**config.mk**
```make
export PLATFORM = sky130hd
export DESIGN_NAME = rr_grant_arbiter
export DESIGN_NICKNAME = d
export VERILOG_FILES = /design/src/rtl/arb_pkg.sv /design/src/rtl/idx_decoder.sv /design/src/rtl/rr_grant_arbiter.sv
export SDC_FILE = /design/constraint.sdc
export NUM_CORES = 1
export LEC_CHECK = 0
export BUFFER_PORTS_ARGS = -buffer_cell sky130_fd_sc_hd__buf_2
export CAP_MARGIN = 15
export CORE_UTILIZATION = 40
export DETAILED_ROUTE_END_ITERATION = 6
export HOLD_SLACK_MARGIN = 0.1
export SYNTH_ARGS = -nofsm -noshare
export SYNTH_HDL_FRONTEND = slang
export SYNTH_SLANG_ARGS = --single-unit
```
**constraint.sdc**
```tcl
create_clock -name clk -period 5.05 [get_ports clk]
set_input_delay 0.505 -clock clk [delete_from_list [all_inputs] [get_ports clk]]
set_output_delay 0.505 -clock clk [all_outputs]
set_load 0.005 [all_outputs]
```
**src/rtl/arb_pkg.sv**
```systemverilog
// Shared types and default sizing for the round-robin grant arbiter.
package arb_pkg;

  typedef enum logic {
    IDLE  = 1'b0,
    GRANT = 1'b1
  } arb_state_t;

  localparam int ARB_N        = 16;
  localparam int ARB_IDX_W    = 4;
  localparam int ARB_MAX_HOLD = 64;

endpackage

```
**src/rtl/idx_decoder.sv**
```systemverilog
// Binary index to one-hot decoder with enable; all-zero output when disabled.
module idx_decoder #(
  parameter int N     = 16,
  parameter int IDX_W = 4
) (
  input  logic             en,
  input  logic [IDX_W-1:0] idx,
  output logic [N-1:0]     onehot
);

  for (genvar i = 0; i < N; i++) begin : g_dec
    assign onehot[i] = en && (idx == IDX_W'(i));
  end

endmodule

```
**src/rtl/rr_grant_arbiter.sv**
```systemverilog
// Round-robin arbiter: one owner at a time, grant held until release, priority rotates past the owner.
// Optional watchdog revocation of long-held grants is built when GRANT_TIMEOUT_EN is defined.
module rr_grant_arbiter
  import arb_pkg::*;
#(
  parameter int N        = ARB_N,
  parameter int IDX_W    = ARB_IDX_W,
  parameter int MAX_HOLD = ARB_MAX_HOLD
) (
  input  logic             clk,
  input  logic             rst,
  input  logic [N-1:0]     req,
  input  logic             done,
  output logic [N-1:0]     gnt,
  output logic [IDX_W-1:0] gnt_idx,
  output logic             gnt_vld,
  output logic             timeout
);

  if ((1 << IDX_W) != N || N < 2 || N > 16 || MAX_HOLD < 2) begin : g_cfg_err
    $error("rr_grant_arbiter: N must equal 2**IDX_W within 2..16 and MAX_HOLD >= 2");
  end

  arb_state_t       state, state_n;
  logic [IDX_W-1:0] ptr, ptr_n;
  logic [IDX_W-1:0] idx_n;
  logic             vld_n;
  logic             rel;
  logic             expire;
  logic             to_n;

  // Priority search: rotate so ptr lands on bit 0, take lowest set bit, add ptr back.
  logic [N-1:0]     req_rot;
  logic [IDX_W-1:0] ffs;
  logic [IDX_W-1:0] win_idx;

  always_comb begin
    req_rot = '0;
    for (int i = 0; i < N; i++) begin
      req_rot[i] = req[IDX_W'(i) + ptr];
    end
  end

  always_comb begin
    ffs = '0;
    for (int i = N - 1; i >= 0; i--) begin
      if (req_rot[i]) ffs = IDX_W'(i);
    end
  end

  assign win_idx = ffs + ptr;
  assign rel     = done || !req[gnt_idx];

`ifdef GRANT_TIMEOUT_EN
  localparam int HOLD_W = (MAX_HOLD > 2) ? $clog2(MAX_HOLD) : 1;

  logic [HOLD_W-1:0] hold_cnt;

  // Counts cycles spent in GRANT; parked at zero while idle so every grant starts fresh.
  always_ff @(posedge clk) begin
    if (rst || state == IDLE) hold_cnt <= '0;
    else                      hold_cnt <= hold_cnt + 1'b1;
  end

  assign expire = (state == GRANT) && (hold_cnt == HOLD_W'(MAX_HOLD - 1));
`else
  assign expire = 1'b0;
`endif

  always_comb begin
    state_n = state;
    ptr_n   = ptr;
    idx_n   = gnt_idx;
    vld_n   = gnt_vld;
    to_n    = 1'b0;
    case (state)
      IDLE: begin
        vld_n = 1'b0;
        if (|req) begin
          idx_n   = win_idx;
          vld_n   = 1'b1;
          state_n = GRANT;
        end
      end
      GRANT: begin
        // A genuine release beats the watchdog in the same cycle.
        if (rel || expire) begin
          vld_n   = 1'b0;
          ptr_n   = gnt_idx + 1'b1;
          to_n    = !rel;
          state_n = IDLE;
        end
      end
      default: state_n = IDLE;
    endcase
  end

  always_ff @(posedge clk) begin
    if (rst) begin
      state   <= IDLE;
      ptr     <= '0;
      gnt_idx <= '0;
      gnt_vld <= 1'b0;
    end else begin
      state   <= state_n;
      ptr     <= ptr_n;
      gnt_idx <= idx_n;
      gnt_vld <= vld_n;
    end
  end

`ifdef GRANT_TIMEOUT_EN
  always_ff @(posedge clk) begin
    if (rst) timeout <= 1'b0;
    else     timeout <= to_n;
  end
`else
  assign timeout = 1'b0;
  logic unused_to;
  assign unused_to = to_n;
`endif

  idx_decoder #(
    .N     (N),
    .IDX_W (IDX_W)
  ) u_dec (
    .en     (gnt_vld),
    .idx    (gnt_idx),
    .onehot (gnt)
  );

endmodule

```
# [After elaboration in Yosys (flattened, before gate mapping)]
# Index checks and enable logic that the tools add are counted.
[word_totals] reg_bits=10 latch_bits=0 ram_bits=0 romBits=0 in_bits=19 out_inout_bits=22 word_cells=132 memories=0
[op_classes] n_addsub=17 multipliers=0 div_mod_pow=0 magnitude_cmp=17 eq_ne=16 shift=0 n_mux=55 bitwise=1 n_reduce_logical=22
[op_table] op="$lt A4 B5 Y1 const B" count=17
[op_table] op="$bmux W1 S4" count=17
[op_table] op="$mux W4" count=16
[op_table] op="$add A4 B4 Y4 const A" count=8
[op_table] op="$eq A4 B4 Y1 const B" count=8
[op_table] op="$mux W1" count=20
[op_table] op="$add A3 B4 Y4 const A" count=4
[op_table] op="$eq A4 B3 Y1 const B" count=4
[op_table] op="$logic_and A1 B1 Y1" count=16
[op_table] op="$reduce_or A16 Y1" count=1
[op_table] op="$add A2 B4 Y4 const A" count=2
[op_table] op="$eq A4 B2 Y1 const B" count=2
[op_table] op="$add A1 B4 Y4 const A" count=1
[op_table] op="$add A4 B1 Y4 const B" count=1
[op_table] op="$add A4 B4 Y4" count=1
[op_table] op="$eq A4 B1 Y1 const B" count=1
[op_table] op="$logic_not A4 Y1" count=1
[op_table] op="$pmux W1 S2" count=2
[op_table] op="$reduce_and A2 Y1" count=2
[op_table] op="$ne A2 B1 Y1 const B" count=1
[op_table] op="$logic_not A1 Y1" count=1
[op_table] op="$logic_or A1 B1 Y1" count=1
[op_table] op="$not A1 Y1" count=1

# [Longest topological paths before layout]
[logic_depth] ltp_word=20 ltp_mapped=17 depth_no_buf=15

# [Modules after synthesis]
# From an unflattened synthesis, not the netlist that was laid out.
[unflattened] hier_cells=198 hier_area_um2=1998.2
[by_module_without_submodules] mod="rr_grant_arbiter" instances=1 cells_each=175 area_per_inst_um2=1880.6 seq_area_each_um2=200.2
[by_module_without_submodules] mod="idx_decoder" instances=1 cells_each=23 area_per_inst_um2=117.6 seq_area_each_um2=0.0

# [Least setup slack after synthesis]
# Ideal clock, no wire load.
[synth_timing] path_kind="register -> register" from="register ptr[1]" to="register gnt_idx[3]" setup_time_ns=0.079 arrival_time_ns=3.950 t_required_ns=4.971 slack_ns=1.021 stages_incl_launch_ff=18 path_buffers=2 period_less_slack_ns=4.029 path_cell_list="dfxtp_1 -> clkbuf_1 -> inv_1 -> ha_1 -> buf_2 -> mux4_2 -> mux2_2 -> mux2i_1 -> nand2_1 -> a31o_2 -> a21boi_0 -> o31a_1 -> ha_1 -> a21o_1 -> a21oi_1 -> xnor2_1 -> xnor2_1 -> a211oi_2"
[synth_between] elab_chain_cells=20 word_cells_on_any_way=64 classes_between="16 x add/sub; 48 x mux"
[synth_rtl] element="start: declaration" line_no="rr_grant_arbiter.sv:25" text="logic [IDX_W-1:0] ptr, ptr_n;"
[synth_rtl] element="start signal: assignment" line_no="rr_grant_arbiter.sv:106" text="ptr <= ptr_n;"
[synth_rtl] element="$add A4 B4 Y4" line_no="rr_grant_arbiter.sv:40" text="req_rot[i] = req[IDX_W'(i) + ptr];"
[synth_rtl] element="$bmux W1 S4" line_no="rr_grant_arbiter.sv:40"
[synth_rtl] element="$mux W1 (implied by the code)" line_no="rr_grant_arbiter.sv:40"
[synth_rtl] element="$mux W4 (16 in a row)" line_no="rr_grant_arbiter.sv:47" text="if (req_rot[i]) ffs = IDX_W'(i);"
[synth_rtl] element="$add A4 B4 Y4 (*)" line_no="rr_grant_arbiter.sv:51" text="assign win_idx = ffs + ptr;"
[synth_rtl] element="end signal: assignment" line_no="rr_grant_arbiter.sv:107" text="gnt_idx <= idx_n;"
[synth_rtl] element="end: declaration" line_no="rr_grant_arbiter.sv:15" text="output logic [IDX_W-1:0] gnt_idx,"
# Every way passes the cells marked *; elsewhere a longest branch is shown, timed or not. The select of a mux whose other input is x is not followed.
# A chain may end at the register's enable or synchronous reset.

# [Final worst setup path]
[layout_timing] from="register ptr[0]" to="register gnt_idx[3]"
# Same word-level chain as after synthesis.

==> summary.txt <==
synth warn: 0
Synth Flop Type: dfxtp_1
Required @ worst endpoint: 5.14 ns
CTS tree: done
share of the synthesized area in the top cell type: 0.2044
Buf+Inv Stages, Crit Path: 2
vias in the first global route: 1761
Synth Area in Compound Gates: 0.09905
dpl cell area: 0.002217 mm²
Post-CTS Hold Buffers: 0
synth top area cells: mux4_2 20%, mux4_1 13%, dfxtp_1 10%
core area: 0.004755 mm²
fraction of registers with async set/reset: 0
Mapped Cells: 200
Final nets: 268
clock slew at the register clock pins of the worst setup and hold paths: 0.05 ns
CP max stage delay: 0.59 ns
Buffers on Ports: 39
share of cells above drive strength 1: 0.3276
placer congestion estimate: 0.8083
switching share of power: 0.4701
main combinational cell family by area after synthesis: multiplexers
CP max FO: 23
syn_nets: 234
sum of negative setup slack: 0 ns
CP arrival: 4.24 ns
placed cell count: 296
H-tree depth: 1
power density over the cells: 465.0 mW/mm²
slew at the pin closest to its max-slew limit: 0.6410 ns
CP endpoint kind: register
max-slew violations: 0
Sink Count: 10
final setup vio count: 0
leading area contributor after synthesis: mux4_2
syn_area_per_cell: 9.916 µm²
clock insertion delay at the later pin of the skew report: 0.24 ns
die area: 0.005243 mm²
finished layout cell area: 0.002258 mm²
n_diodes: 0
area grow syn2layout: 13.88%
worst vdd ir: 226.3 µV
DRT Wirelength: 4.985 mm
Pint: 556.5 µW
post-synthesis register bit count: 10
Max-slew headroom: 0.5718
antenna violations before repair: 0
die height: 72.41 µm
status: complete, no violations
Clock Power Share: 0.078
NetSw: 493.7 µW
Fmax achieved: 0.2410 GHz
min Tclk post-route: 4.149 ns
Setup Skew: 0.001185 ns
Simple-Gate Fraction of Synth Area: 0.1401
Post-Synth Adder-Cell Area: 0.09842
Post-DRT Antenna Nets: 0
mux cell area share after synthesis: 0.4397
share of the yosys chip area belonging to registers: 0.1009
Logic pwr share: 0.768
first-pass GRT wire length: 8.411 mm
fin crit share: 0.8215
xor and xnor area share after synthesis: 0.05741
CP startpoint kind: register
delay-heaviest family, CP: multiplexers
Final Hold Fails: 0
Die Span X: 72.41 µm
post-synthesis cell type count: 43
CP max stage cell: mux4_2
Root Driver: clkbuf_8
average wire per standard cell: 16.67 µm
post-cts gate resize count: 0
Reg power frac: 0.153
number of post-CTS setup repair buffers: 0
drt pass-1 iters: 4
type of the worst min-delay path: reg -> reg
CTS Buffer Depth: 2
Layout Cells excl Fill: 299
post-detailed-route DRC marker count: 0
cell area after synthesis: 0.001983 mm²
FP Rows: 25
synth cell count leaders: 30 x nor2_1, 18 x mux4_2, 17 x inv_1
I/O Pins: 41
Avg Vias per Cell: 5.853
kind of critical path: reg -> reg
EDFF count, synth: 0
Final HPWL DP: 3.844 mm
Initial DRC Count: 38
unrepaired setup endpoints after global routing: false
count leader, synth: nor2_1
worst-path cell chain: buf_4 -> inv_1 -> ha_1 -> mux4_2 -> mux2_2 -> mux2i_1 -> nand2_1 -> a31o_2 -> a21boi_0 -> o31a_1 -> ha_1 -> a21o_1 -> a21oi_1 -> xnor2_1 -> xnor2_1 -> a211oi_2
Num CTS Buffers: 3
worst reg-to-reg setup slack: 0.90 ns
largest net degree at the start of global routing: 24
aggregate global routing overflow: 0
max_cap viols: 0
Vias: 1750
Leakage: 0.0009486 µW
Total GRT Usage: 0.2069
Starting Density: 0.4171
tightest hold or removal path: stages, from the launching register on:
cell and delay [ns]:
dfxtp_1 0.31, nor2_1 0.10, nor3_1 0.06
path summary, 6_finish.rpt:
path	startpoint	to	cells past startpoint
worst max register to register	ptr[0]$_SDFFE_PP0P_	gnt_idx[3]$_SDFFE_PP0P_	16
worst min-delay path	state$_SDFF_PP0_	state$_SDFF_PP0_	2
worst min register to register	state$_SDFF_PP0_	state$_SDFF_PP0_	2
worst max-delay path	ptr[0]$_SDFFE_PP0P_	gnt_idx[3]$_SDFFE_PP0P_	16
sequential cells by signal, summed over array words and instances (netlist names):
signal   count
gnt_idx      4
gnt_vld      1
ptr          4
state        1
cells by family (layout without fill, tap and decap cells):
kind of cell / after synthesis / after routing
other: 1 / 1
XOR/XNOR: 13 / 13
multiplexers: 47 / 47
buffers and inverters: 29 / 61
flip-flops: 10 / 10
adder cells (fa/ha/maj): 15 / 15
AND/OR/NAND/NOR: 58 / 58
AO/OA/AOI/OAI: 27 / 27
layout make-up:
class,count,area (µm²)
Sequential cell,10,200.2
Inverter,17,63.81
Multi-Input combinational cell,161,1659
Fill cell,472,2496
Tap cell,67,83.83
Timing Repair Buffer,41,210.2
Clock buffer,3,41.29
cell usage in the layout (no fill, tap or decap), types with 2 or more instances in the layout:
cell type / netlist / final
mux2i_1: 8 / 8
ha_1: 14 / 14
buf_2: 3 / 39
nor3_1: 6 / 6
buf_4: 1 / 2
mux4_2: 18 / 18
mux4_1: 10 / 10
a211oi_1: 3 / 3
nand2_1: 8 / 8
a21boi_0: 3 / 3
mux2_2: 10 / 10
dfxtp_1: 10 / 10
clkbuf_8: 0 / 3
nor2_1: 30 / 30
nand2b_1: 2 / 2
inv_1: 17 / 17
nand4_1: 2 / 2
nor2b_1: 2 / 2
a21oi_1: 7 / 7
nor4_1: 4 / 4
xnor2_1: 10 / 10
o21ai_0: 2 / 2
o31a_1: 2 / 2
xor2_1: 3 / 3
routing by layer:
metal  track usage  part of all wire
met1        0.2786              0.45
met2        0.3437              0.47
met3       0.03194             0.058
met4       0.06100             0.013
met5             0                 0
power by group through the flow:
stage / combinational, µW / sequential [µW] / clock, µW
finish: 807 / 161 / 82.3
global route: 890 / 169 / 88.5
CTS: 805 / 163 / 83.0
detailed placement: 802 / 164 / 0
global placement: 799 / 164 / 0
floorplan: 666 / 129 / 0
metrics by stage:
| stage | hold WS (ns) | total power [µW] | setup slack (ns) | utilization |
|---|---|---|---|---|
| after floorplan | 0.4913 | 795.1 | 1.021 | - |
| after global placement | 0.5145 | 962.6 | 1.032 | 0.4663 |
| after detailed placement | 0.5222 | 965.7 | 0.9130 | 0.4663 |
| after CTS | 0.5281 | 1051 | 0.9095 | 0.4750 |
| after global routing | 0.5610 | 1148 | 0.5906 | 0.4750 |
| final | 0.5225 | 1050 | 0.9014 | 0.4750 |
Note: power is estimated with default switching activity, not from simulation.
